File: config.mk
export PLATFORM = sky130hd
export DESIGN_NAME = str_seq_engine
export DESIGN_NICKNAME = d
export VERILOG_FILES = /design/src/rtl/str_seq_engine.sv
export SDC_FILE = /design/constraint.sdc
export NUM_CORES = 1
export LEC_CHECK = 0
export ABC_AREA = 0
export CELL_PAD_IN_SITES_DETAIL_PLACEMENT = 1
export CELL_PAD_IN_SITES_GLOBAL_PLACEMENT = 1
export CORE_MARGIN = 2
export CORE_UTILIZATION = 35
export CTS_CLUSTER_DIAMETER = 30
export DETAILED_ROUTE_END_ITERATION = 10
export PLACE_DENSITY_LB_ADDON = 0.1
export SYNTH_ARGS = -nofsm -noshare
export SYNTH_HDL_FRONTEND = slang
export SYNTH_SLANG_ARGS = --single-unit
export TNS_END_PERCENT = 100
File: constraint.sdc
create_clock -name clk -period 13.15 [get_ports clk]
set_clock_uncertainty 0.1 [all_clocks]
set_input_delay 1.9725 -clock clk [delete_from_list [all_inputs] [get_ports clk]]
set_output_delay 1.9725 -clock clk [all_outputs]
set_load 0.05 [all_outputs]
File: src/rtl/str_seq_engine.sv
// str_seq_engine: byte-serial string engine, right-justified packing; `STR_SEQ_CASE_EN adds TOUPPER/TOLOWER.
// Latency 1 cycle (CMP/REP/CASE: one char per cycle +1); cmd_ready low until after rsp_valid, busy cmds dropped.
module str_seq_engine #(
  parameter int MAX_CHARS = 8,
  parameter int IDXW      = $clog2(MAX_CHARS),
  parameter int CNTW      = 4
) (
  input  logic                   clk,
  input  logic                   rst_n,
  input  logic                   cmd_valid,
  output logic                   cmd_ready,
  input  logic [2:0]             cmd_op,
  input  logic [IDXW-1:0]        cmd_idx,
  input  logic [7:0]             cmd_char,
  input  logic [CNTW-1:0]        cmd_count,
  input  logic [MAX_CHARS*8-1:0] cmp_str,
  input  logic [IDXW:0]          cmp_len,
  output logic                   rsp_valid,
  output logic                   rsp_err,
  output logic [7:0]             rsp_char,
  output logic [1:0]             rsp_cmp,
  output logic [MAX_CHARS*8-1:0] str_out,
  output logic [IDXW:0]          str_len,
  output logic                   overflow
);

  localparam int SW = MAX_CHARS * 8;
  localparam int LW = IDXW + 1;
  localparam int TW = CNTW + LW;
  localparam logic [LW-1:0] MAXL = LW'(MAX_CHARS);

  typedef enum logic [2:0] {
    S_IDLE,
    S_RSP,
    S_CMP,
    S_REP
`ifdef STR_SEQ_CASE_EN
    , S_CASE
`endif
  } state_t;

  state_t          state;
  logic [LW-1:0]   cur;
  logic [SW-1:0]   cstr;
  logic [LW-1:0]   clen;
  logic [LW-1:0]   rlen;
  logic [TW-1:0]   rtgt;
`ifdef STR_SEQ_CASE_EN
  logic            case_up;
`endif

  logic [LW-1:0]   clamp_len;
  logic [LW-1:0]   cmp_min;
  logic [7:0]      cur_ch;
  logic [7:0]      opd_ch;

  // Character i lives in byte (len-1-i).
  function automatic logic [7:0] char_at(input logic [SW-1:0] s, input logic [LW-1:0] len,
                                         input logic [LW-1:0] i);
    logic [LW-1:0] pos;
    pos = len - i - LW'(1);
    return 8'(s >> {pos, 3'b000});
  endfunction

  function automatic logic [SW-1:0] put_char(input logic [SW-1:0] s, input logic [LW-1:0] len,
                                             input logic [LW-1:0] i, input logic [7:0] c);
    logic [LW-1:0] pos;
    pos = len - i - LW'(1);
    return (s & ~(SW'(8'hFF) << {pos, 3'b000})) | (SW'(c) << {pos, 3'b000});
  endfunction

  function automatic logic [1:0] len_order(input logic [LW-1:0] a, input logic [LW-1:0] b);
    if (a == b)     return 2'b00;
    else if (a < b) return 2'b01;
    else            return 2'b10;
  endfunction

`ifdef STR_SEQ_CASE_EN
  function automatic logic [7:0] conv_case(input logic [7:0] c, input logic up);
    if (up && c >= 8'h61 && c <= 8'h7A)       return c - 8'h20;
    else if (!up && c >= 8'h41 && c <= 8'h5A) return c + 8'h20;
    else                                      return c;
  endfunction
`endif

  assign clamp_len = (cmp_len > MAXL) ? MAXL : cmp_len;
  assign cmp_min   = (str_len < clen) ? str_len : clen;
  assign cur_ch    = char_at(str_out, str_len, cur);
  assign opd_ch    = char_at(cstr, clen, cur);

  always_ff @(posedge clk or negedge rst_n) begin
    if (!rst_n) begin
      state     <= S_IDLE;
      cmd_ready <= 1'b1;
      rsp_valid <= 1'b0;
      rsp_err   <= 1'b0;
      rsp_char  <= 8'd0;
      rsp_cmp   <= 2'b00;
      str_out   <= '0;
      str_len   <= '0;
      overflow  <= 1'b0;
      cur       <= '0;
      cstr      <= '0;
      clen      <= '0;
      rlen      <= '0;
      rtgt      <= '0;
`ifdef STR_SEQ_CASE_EN
      case_up   <= 1'b0;
`endif
    end else begin
      case (state)
        S_IDLE: begin
          if (cmd_valid) begin
            // Default: single-cycle op answered next cycle; multi-cycle ops clear rsp_valid below.
            cmd_ready <= 1'b0;
            rsp_valid <= 1'b1;
            rsp_err   <= 1'b0;
            state     <= S_RSP;
            cur       <= '0;
            case (cmd_op)
              3'd0: begin
                str_out  <= '0;
                str_len  <= '0;
                overflow <= 1'b0;
              end
              3'd1: begin
                if (str_len == MAXL) begin
                  overflow <= 1'b1;
                  rsp_err  <= 1'b1;
                end else begin
                  str_out <= {str_out[SW-9:0], cmd_char};
                  str_len <= str_len + LW'(1);
                end
              end
              3'd2: begin
                if (LW'(cmd_idx) >= str_len || cmd_char == 8'd0) rsp_err <= 1'b1;
                else str_out <= put_char(str_out, str_len, LW'(cmd_idx), cmd_char);
              end
              3'd3: begin
                if (LW'(cmd_idx) >= str_len) begin
                  rsp_char <= 8'd0;
                  rsp_err  <= 1'b1;
                end else begin
                  rsp_char <= char_at(str_out, str_len, LW'(cmd_idx));
                end
              end
              3'd4: begin
                cstr <= cmp_str;
                clen <= clamp_len;
                if (str_len == '0 || clamp_len == '0) begin
                  rsp_cmp <= len_order(str_len, clamp_len);
                end else begin
                  state     <= S_CMP;
                  rsp_valid <= 1'b0;
                end
              end
              3'd5: begin
                rlen <= str_len;
                rtgt <= TW'(cmd_count) * TW'(str_len);
                if (cmd_count == '0) begin
                  str_out <= '0;
                  str_len <= '0;
                end else if (cmd_count != CNTW'(1) && str_len != '0) begin
                  state     <= S_REP;
                  rsp_valid <= 1'b0;
                end
              end
              default: begin
`ifdef STR_SEQ_CASE_EN
                case_up <= ~cmd_op[0];
                if (str_len != '0) begin
                  state     <= S_CASE;
                  rsp_valid <= 1'b0;
                end
`else
                rsp_err <= 1'b1;
`endif
              end
            endcase
          end
        end
        S_RSP: begin
          rsp_valid <= 1'b0;
          cmd_ready <= 1'b1;
          state     <= S_IDLE;
        end
        S_CMP: begin
          if (cur_ch != opd_ch) begin
            rsp_cmp   <= (cur_ch < opd_ch) ? 2'b01 : 2'b10;
            rsp_valid <= 1'b1;
            state     <= S_RSP;
          end else if (cur + LW'(1) == cmp_min) begin
            rsp_cmp   <= len_order(str_len, clen);
            rsp_valid <= 1'b1;
            state     <= S_RSP;
          end else begin
            cur <= cur + LW'(1);
          end
        end
        S_REP: begin
          // Source chars are the untouched prefix of the string, cycled modulo the snapshot length.
          if (str_len == MAXL) begin
            overflow  <= 1'b1;
            rsp_err   <= 1'b1;
            rsp_valid <= 1'b1;
            state     <= S_RSP;
          end else begin
            str_out <= {str_out[SW-9:0], cur_ch};
            str_len <= str_len + LW'(1);
            cur     <= (cur + LW'(1) == rlen) ? '0 : cur + LW'(1);
            if (TW'(str_len) + TW'(1) == rtgt) begin
              rsp_valid <= 1'b1;
              state     <= S_RSP;
            end
          end
        end
`ifdef STR_SEQ_CASE_EN
        S_CASE: begin
          str_out <= put_char(str_out, str_len, cur, conv_case(cur_ch, case_up));
          if (cur + LW'(1) == str_len) begin
            rsp_valid <= 1'b1;
            state     <= S_RSP;
          end else begin
            cur <= cur + LW'(1);
          end
        end
`endif
        default: state <= S_IDLE;
      endcase
    end
  end

endmodule

==> results of run 1 <==
## final cells by class
| class | count | share of cell area |
|---|---|---|
| well taps | 390 | 0.0375 |
| multi-input cells | 797 | 0.447 |
| clock inverters | 15 | 0.0113 |
| inverters | 28 | 0.00807 |
| flip-flops and latches | 168 | 0.323 |
| repair buffers | 187 | 0.140 |
| clock buffers | 17 | 0.0327 |
## power groups by stage
stage	Sequential, uW	Combinational, uW	Clock, uW
6_report	737	1020	507
5_1_grt	754	1110	541
4_1_cts	738	1030	518
3_5_place_dp	746	1020	0
3_3_place_gp	742	1000	0
2_1_floorplan	779	656	0
## per-stage QoR
stage	area (um^2)	utilization	hold WS [ns]	cells
after CTS	13000	0.442	0.379	1602
after detailed placement	12500	0.423	0.360	1570
final	13000	0.442	0.374	1602
after global placement	12500	0.423	0.353	1570
after global routing	13000	0.442	0.400	1602
after floorplan	10400	-	0.340	1061
## routing by layer
metal | up-vias | track usage
li1 | 4102 | -
met1 | 4578 | 0.327
met2 | 278 | 0.378
met3 | 41 | 0.0362
met4 | 0 | 0.0685
met5 | - | 0
## kinds of logic (layout without fill, tap and decap cells)
logic type	count (synthesis)	after routing	share of synthesized area
mux	78	78	0.135
xor+xnor	25	25	0.0218
fa+ha+maj	56	56	0.0724
flops	168	168	0.404
buf+inv	96	247	0.0361
simple gates	396	396	0.162
compound gates	242	242	0.168
## cell usage after synthesis (all sizes together) (21+ instances only)
| library cell | number | area, um^2 |
|---|---|---|
| nand2 | 287 | 1080 |
| dfrtp | 167 | 4180 |
| o2bb2ai | 52 | 455 |
| ha | 49 | 613 |
| mux4 | 48 | 1080 |
| o21ai | 48 | 240 |
| clkbuf | 47 | 176 |
| a21oi | 46 | 230 |
| a32oi | 34 | 298 |
| nor2 | 31 | 116 |
| inv | 28 | 105 |
| buf | 21 | 93.8 |
## tightest hold or removal path: stages (launching register included)
cell	delay, ns
dfrtp_1	0.34
nand2_1	0.05
nand2_1	0.05
## worst paths after layout
kind	slack [ns]	depth (start not counted)	start	end
min	0.37	2	cstr[34]	cstr[34]
max in group asynchronous	10.25	2	rst_n	str_out[0]
max reg2reg	7.97	15	cur[0]	cur[2]
min reg2reg	0.37	2	cstr[34]	cstr[34]
max	7.80	10	cmd_idx[0]	str_out[4]
min in group asynchronous	1.36	1	rst_n	str_out[63]
## state kept, by name (all words and copies together), names as in the netlist
register and cells:
cstr 64, str_out 64, rsp_char 8, rtgt 8
clen 4, cur 4, rlen 4, str_len 4
rsp_cmp 2, state 2, cmd_ready 1, overflow 1
rsp_err 1, rsp_valid 1
==> metrics.txt, run 1 <==
CTS sink cnt=about 170; met3 routed WL=between 1500 and 2000 um; largest net degree at the start of global routing=70; multi-input logic area=5830 um^2; Hold Crit Class=reg -> reg; crit-path cells=clkdlybuf4s50_1, inv_1, ha_1, inv_1, fa_1, nand3b_1, nor2_1, o21ai_0, o221ai_1, a2bb2oi_1; Post-CTS Setup Bufs=0; Pint=1330 uW; WP data required=between 10 and 15 ns; Syn Area/Cell=roughly 9.8 um^2; clock power share=0.225; sequential area share after synthesis=0.404; Logic pwr share=0.449; initial core utilization=0.353; DRT met1 WL=roughly 16000 um; Hold Vio Cnt, Final=0; Critical Path Slowest Stage Cell=fa_1; Worst Path Arrival=between 5 and 6 ns; row count=63; initial antenna violation count=0; DR WL/cell=about 22 um; GRT Total Usage=0.234; Max-Cap Viols=0; status=finished clean; Layout area overhead=25.3%; fraction of registers with async set or reset after synthesis=1.00; DR WL met2=~17000 um; vias post-DR=8999; Peak Freq=approximately 0.19 GHz; Worst-path clk slew=about 0.080 ns; Final Max Slew Viols=0; Cell variety after synth=58; dpl ws=7.42 ns; final wirelength=approximately 36000 um; ys flop type=dfrtp_1; vias in the first global route=9437; FF+latch area=between 4000 and 5000 um^2; Post-DRT Antenna Nets=0; Pleak=0.00555 uW; setup ws final=7.80 ns; endpoints failing setup=0; Net Sw Power=925 uW; Least-Margin Pin Slew=1.26 ns; post-synthesis register bit count=roughly 170; share of layout cells above drive strength 1=0.105; TritonCTS buffer count=17; Startpoint Class=input pin; drt pass-1 iters=7; slew margin rel.=0.160; worst-skew pair later-pin latency=0.44 ns; IO Pins=171; Post-route DRC=0; post-CTS sizing=0; Root Driver=clkbuf_16; Die X=around 180 um; Clock Path Buffers=2; htree depth=4; Final period util=0.407; detailed placement HPWL=roughly 25000 um; Max Used Layer=met4; element type at the critical path end=flop; Syn Std Cell Area=approximately 10000 um^2; Post-synth EDFFs=0; grt ovf=0; slowest stage delay, CP=between 1 and 1.5 ns; # diodes=0; Critical path buffers and inverters=3; RePlAce Congestion=0.797; core area=just under 30000 um^2; Post-CTS Hold Buffers=0; Sw Share=0.409; syn_nets=approximately 1200; fillers=3355; routed vias/inst=5.62; Layout Nets=roughly 1300; Crit path top cell by count=inv_1; Worst Path Max Fanout=22; commonest non-fill, non-tap cell in the layout=nand2_1; initial DRC count=between 700 and 800; VDD IR max=just under 0.09 mV; setup TNS=0 ns; YS warnings=0; delay-heaviest family, CP=adder cells; most frequent cells in the layout=nand2_1 (287), clkdlybuf4s50_1 (169), dfrtp_1 (167); Die Y=176 um; Power Total=~2300 uW; CTS tree=yes; PwrDens=173 nW/um^2; Reg power frac=0.326; Cells after Synth=roughly 1100; unrepaired setup endpoints after global routing=false; die area=between 30000 and 40000 um^2; input/output buffers=170; first-pass GRT wire length=approximately 56000 um; Min Clock Period, post-route=roughly 5.4 ns; Setup Crit Path Kind=in -> reg
No activity file was read; power rests on OpenSTA's default activity.
==> inputs of run 2 (changes only) <==
==> constraint.sdc (replaced) <==
create_clock -name clk -period 4.3 [get_ports clk]
set_clock_uncertainty 0.1 [all_clocks]
set_input_delay 0.645 -clock clk [delete_from_list [all_inputs] [get_ports clk]]
set_output_delay 0.645 -clock clk [all_outputs]
set_load 0.05 [all_outputs]
==> run 2 against run 1 <==
Worst setup slack lost 7.6 ns. Critical path depth rose by 6. Cell area up 2.0%. Clock power rose to 3.2 times the previous value. Sequential share of layout area shrank 0.61 points. Final cell count is 1.3% higher. Critical path type is now reg -> reg. Critical endpoint is now cur[3]. Largest cell class unchanged.
==> metrics.txt, run 2 (synthesis gave the netlist of run 1 again) <==
status=finished clean; fillers=approximately 3300; GRT Total Usage=0.239; grt ovf=0; top flop regs=cstr (64), str_out (64); CTS sink cnt=around 170; IO Pins=about 170; most frequent cells in the layout=nand2_1 (287), clkdlybuf4s50_1 (169), dfrtp_1 (165); Post-CTS Hold Buffers=0; delay-heaviest family, CP=adder cells; TritonCTS buffer count=17; initial core utilization=0.353; setup TNS=0 ns; Final Max Slew Viols=0; Critical path buffers and inverters=3; routed vias/inst=approximately 5.6; vias in the first global route=9533; Layout area overhead=27.7%; VDD IR max=between 0.2 and 0.3 mV; Worst Path Arrival=between 4 and 5 ns; Max-Cap Viols=0; row count=63; worst-skew pair later-pin latency=~0.43 ns; Worst Path Max Fanout=7; Root Driver=clkbuf_16; Peak Freq=approximately 0.25 GHz; Final period util=0.948; detailed placement HPWL=26500 um; unrepaired setup endpoints after global routing=false; final wirelength=around 37000 um; Min Clock Period, post-route=4.08 ns; Pleak=0.00567 uW; post-layout util=0.451; PwrDens=between 500 and 600 nW/um^2; slew margin rel.=0.446; Layout Nets=about 1400; DR WL/cell=22.5 um; share of layout cells above drive strength 1=0.123; FF-to-FF setup slack=~0.22 ns; element type at the critical path end=flop; Critical Path Slowest Stage Cell=fa_2; die area=31100 um^2; Die X=176 um; first-pass GRT wire length=around 57000 um; CTS tree=yes; slowest stage delay, CP=approximately 0.63 ns; # diodes=0; RePlAce Congestion=0.842; Hold Vio Cnt, Final=0; Clock Path Buffers=2; commonest non-fill, non-tap cell in the layout=nand2_1; Post-route DRC=0; Post-DRT Antenna Nets=0; Setup Crit Path Kind=reg -> reg; WP data required=4.51 ns; crit-path cells=inv_2, ha_1, inv_1, fa_2, mux4_2, nand2_1, a21oi_1, ha_1, nand4_1, nor2_2, nor2b_1, or4_1, a41oi_1, buf_4, nand2_1, a32o_1; vias post-DR=approximately 9100; drt pass-1 iters=5; core area=slightly below 30000 um^2; FF+latch area=around 4200 um^2; Startpoint Class=flop; multi-input logic area=5830 um^2; Die Y=roughly 180 um; htree depth=4; Hold Crit Class=in -> async; input/output buffers=170; largest net degree at the start of global routing=74; initial antenna violation count=0; endpoints failing setup=0; Least-Margin Pin Slew=roughly 0.83 ns; initial DRC count=around 690; Worst-path clk slew=about 0.070 ns
run 2: final timing paths:
kind | from | end | cells after the start
worst max register to register | cur[0] | cur[3] | 16
min in group clk | cstr[33] | cstr[33] | 2
worst max-delay path | cur[0] | cur[3] | 16
max in group asynchronous | rst_n | cstr[2] | 2
worst min-delay path | rst_n | str_out[45] | 1
worst min register to register | cstr[33] | cstr[33] | 2
run 2: per-stage QoR:
step | hold slack (ns) | setup slack (ns) | total power, uW | std cells | area [um^2]
6_report | 0.107 | 0.223 | 7120 | 1623 | 13300
5_1_grt | 0.141 | 0.0126 | 7590 | 1623 | 13300
4_1_cts | 0.139 | 0.00546 | 7170 | 1623 | 13300
3_5_place_dp | 0.360 | 0.0464 | 5520 | 1592 | 12700
3_3_place_gp | 0.354 | 0.149 | 5450 | 1592 | 12700
2_1_floorplan | 0.249 | 0.0258 | 4390 | 1061 | 10400
run 2: cell type report:
| type | count | area share |
|---|---|---|
| Clock buffer | 18 | 0.0323 |
| Clock inverter | 13 | 0.0122 |
| Inverter | 28 | 0.00791 |
| Multi-Input combinational cell | 797 | 0.439 |
| Sequential cell | 168 | 0.317 |
| Tap cell | 390 | 0.0367 |
| Timing Repair Buffer | 209 | 0.155 |
run 2: what timing repair did:
action / in CTS / in global routing
setup buffers: 0 / 0
endpoints found under the setup margin: 0 / 6
hold endpoints to repair: 0 / 0
resized for setup: 0 / 4
run 2: where the power goes:
group          switching [uW]  total, uW  internal [uW]
clock                     733       1600            872
combinational            1780       3240           1460
sequential                298       2280           1980
run 2: routing by layer:
metal  vias up  track usage  routed length, um
met3        53       0.0424               2040
li1       4141            -                  -
met5         -            0                  0
met2       294        0.381              17200
met1      4611        0.325              16200
met4         0       0.0878               1130
==> inputs of run 3 (changes only) <==
--- a/config.mk
+++ b/config.mk
@@ -12,7 +12,8 @@
 export CORE_UTILIZATION = 35
 export CTS_CLUSTER_DIAMETER = 30
 export DETAILED_ROUTE_END_ITERATION = 10
-export PLACE_DENSITY_LB_ADDON = 0.1
+export HOLD_SLACK_MARGIN = 0.15
+export PLACE_DENSITY = 0.78
 export SYNTH_ARGS = -nofsm -noshare
 export SYNTH_HDL_FRONTEND = slang
 export SYNTH_SLANG_ARGS = --single-unit
==> run 3 against run 2 <==
Worst setup slack got worse by 0.026 ns. Critical path depth grew 2. Largest power group unchanged. Highest routed layer unchanged. First-iteration DRC count rose by 7.8%. Die area unchanged. Utilization barely moved. Via count grew 3.3%. Register-to-register slack got worse by 0.03 ns. Flip-flop and latch count unchanged. Sequential power barely moved. Worst hold slack improved by 0.052 ns. Cell area is essentially flat. Combinational power fell by 2%.
==> metrics.txt, run 3 (synthesis gave the netlist of run 1 again) <==
Post-DRT Antenna Nets=0; Root Driver=clkbuf_16; Peak Freq=0.244 GHz; top flop regs=cstr (64), str_out (64); vias post-DR=between 9000 and 10000; dpl ws=roughly 0.17 ns; Layout Nets=around 1400; Final Max Slew Viols=0; share of layout cells above drive strength 1=0.123; Setup crit end=cur[3]; # diodes=0; GRT Total Usage=0.242; initial antenna violation count=0; drt pass-1 iters=5; Worst Path Arrival=~4.3 ns; dpl cells=about 1600; setup TNS=0 ns; most frequent cells in the layout=nand2_1 (287), clkdlybuf4s50_1 (169), dfrtp_1 (165); commonest non-fill, non-tap cell in the layout=nand2_1; IO Pins=around 170; R2R Path End=cur[3]; Hold Crit Class=in -> async; grt ovf=0; htree depth=4; setup ws final=slightly below 0.2 ns; vias in the first global route=just under 10000; CTS sink cnt=168; Setup crit start=cur[0]; Power Total=between 7000 and 8000 uW; core area=about 29000 um^2; Startpoint Class=flop; Setup Crit Path Kind=reg -> reg; RePlAce Congestion=between 0.9 and 1; input/output buffers=170; Post-route DRC=0; Min Clock Period, post-route=~4.1 ns; initial DRC count=around 750; Layout area overhead=27.8%; Clock Path Buffers=2; Hold Vio Cnt, Final=0; routed vias/inst=5.79; WP data required=~4.5 ns; FF-to-FF setup slack=a little under 0.2 ns; die area=between 30000 and 40000 um^2; slew margin rel.=0.334; Worst Path Max Fanout=16; detailed placement HPWL=about 27000 um; largest net degree at the start of global routing=76; status=finished clean; unrepaired setup endpoints after global routing=false; row count=between 60 and 70; Die X=~180 um; post-layout util=0.451; PwrDens=about 540 nW/um^2; TritonCTS buffer count=17; Least-Margin Pin Slew=around 1.0 ns; element type at the critical path end=flop; R2R depth=18; DR WL/cell=approximately 23 um; endpoints failing setup=0; CTS tree=yes; fin cells=about 1600; final wirelength=37500 um; VDD IR max=approximately 0.34 mV; Worst-path clk slew=approximately 0.08 ns; Post-CTS Hold Buffers=0; Die Y=176 um; Final period util=0.954; worst-skew pair later-pin latency=between 0.4 and 0.5 ns; reg2reg start=cur[0]; initial core utilization=0.353; Max-Cap Viols=0; first-pass GRT wire length=between 50000 and 60000 um; Pleak=0.00568 uW
run 3: cell count changes in the layout (fill, tap and decap cells not counted), moves of 2 or more:
| cell | delta |
|---|---|
| clkinv_8 | +5 |
| bufinv_16 | -2 |
| buf_4 | +2 |
| clkinv_4 | -2 |
| clkinvlp_4 | -3 |
| buf_12 | -2 |
| inv_12 | +4 |
run 3: worst min-delay path by stage:
stage               cells past startpoint     endpoint  startpoint  slack [ns]
floorplan                               0      clen[0]       rst_n        0.25
global placement                        2     cstr[24]    cstr[24]        0.35
detailed placement                      2     cstr[42]    cstr[42]        0.36
CTS                                     1  str_out[51]       rst_n        0.18
global route                            1  str_out[51]       rst_n        0.20
finish                                  1  str_out[51]       rst_n        0.16
run 3: per-layer routing:
| layer | vias to the layer above | part of all wire | GRT usage |
|---|---|---|---|
| met2 | 434 | 0.48 | 0.397 |
| met5 | - | 0 | 0 |
| li1 | 4148 | - | - |
| met1 | 4737 | 0.41 | 0.312 |
| met4 | 0 | 0.043 | 0.111 |
| met3 | 81 | 0.071 | 0.0418 |
run 3: area by class of cell:
cell class | instances | area [um^2]
clock buffers | 17 | 425
clock inverters | 15 | 211
fillers | 3317 | 16200
inverters | 28 | 105
multi-input cells | 797 | 5830
flip-flops and latches | 168 | 4210
well taps | 390 | 488
repair buffers | 208 | 2030
run 3: timing repair:
item,4_1_cts,5_1_grt
gates resized for setup,0,2
endpoints found under the setup margin,0,4
buffers inserted,0,0
run 3: critical path, stage by stage, from the launching register on:
cell	delay, ns
dfrtp_1	0.42
inv_1	0.10
buf_4	0.14
ha_1	0.17
inv_1	0.06
fa_1	0.52
buf_12	0.16
mux4_2	0.30
mux2i_1	0.20
nor2b_1	0.09
ha_1	0.28
nand4_1	0.12
nor2_2	0.17
nor2b_1	0.09
or4_1	0.46
a41oi_1	0.17
buf_4	0.17
nand2_1	0.05
a32o_1	0.20
run 3: where the power goes:
group          leakage [uW]  switching, uW  internal, uW
combinational       0.00314           1740          1420
sequential          0.00224            323          1980
clock              0.000306            833           814
total               0.00568           2900          4220
run 3: through the flow:
stage               cell area (um^2)  hold slack [ns]
CTS                            13300            0.183
detailed placement             12700            0.364
floorplan                      10400            0.249
finish                         13300            0.159
global route                   13300            0.198
global placement               12700            0.355
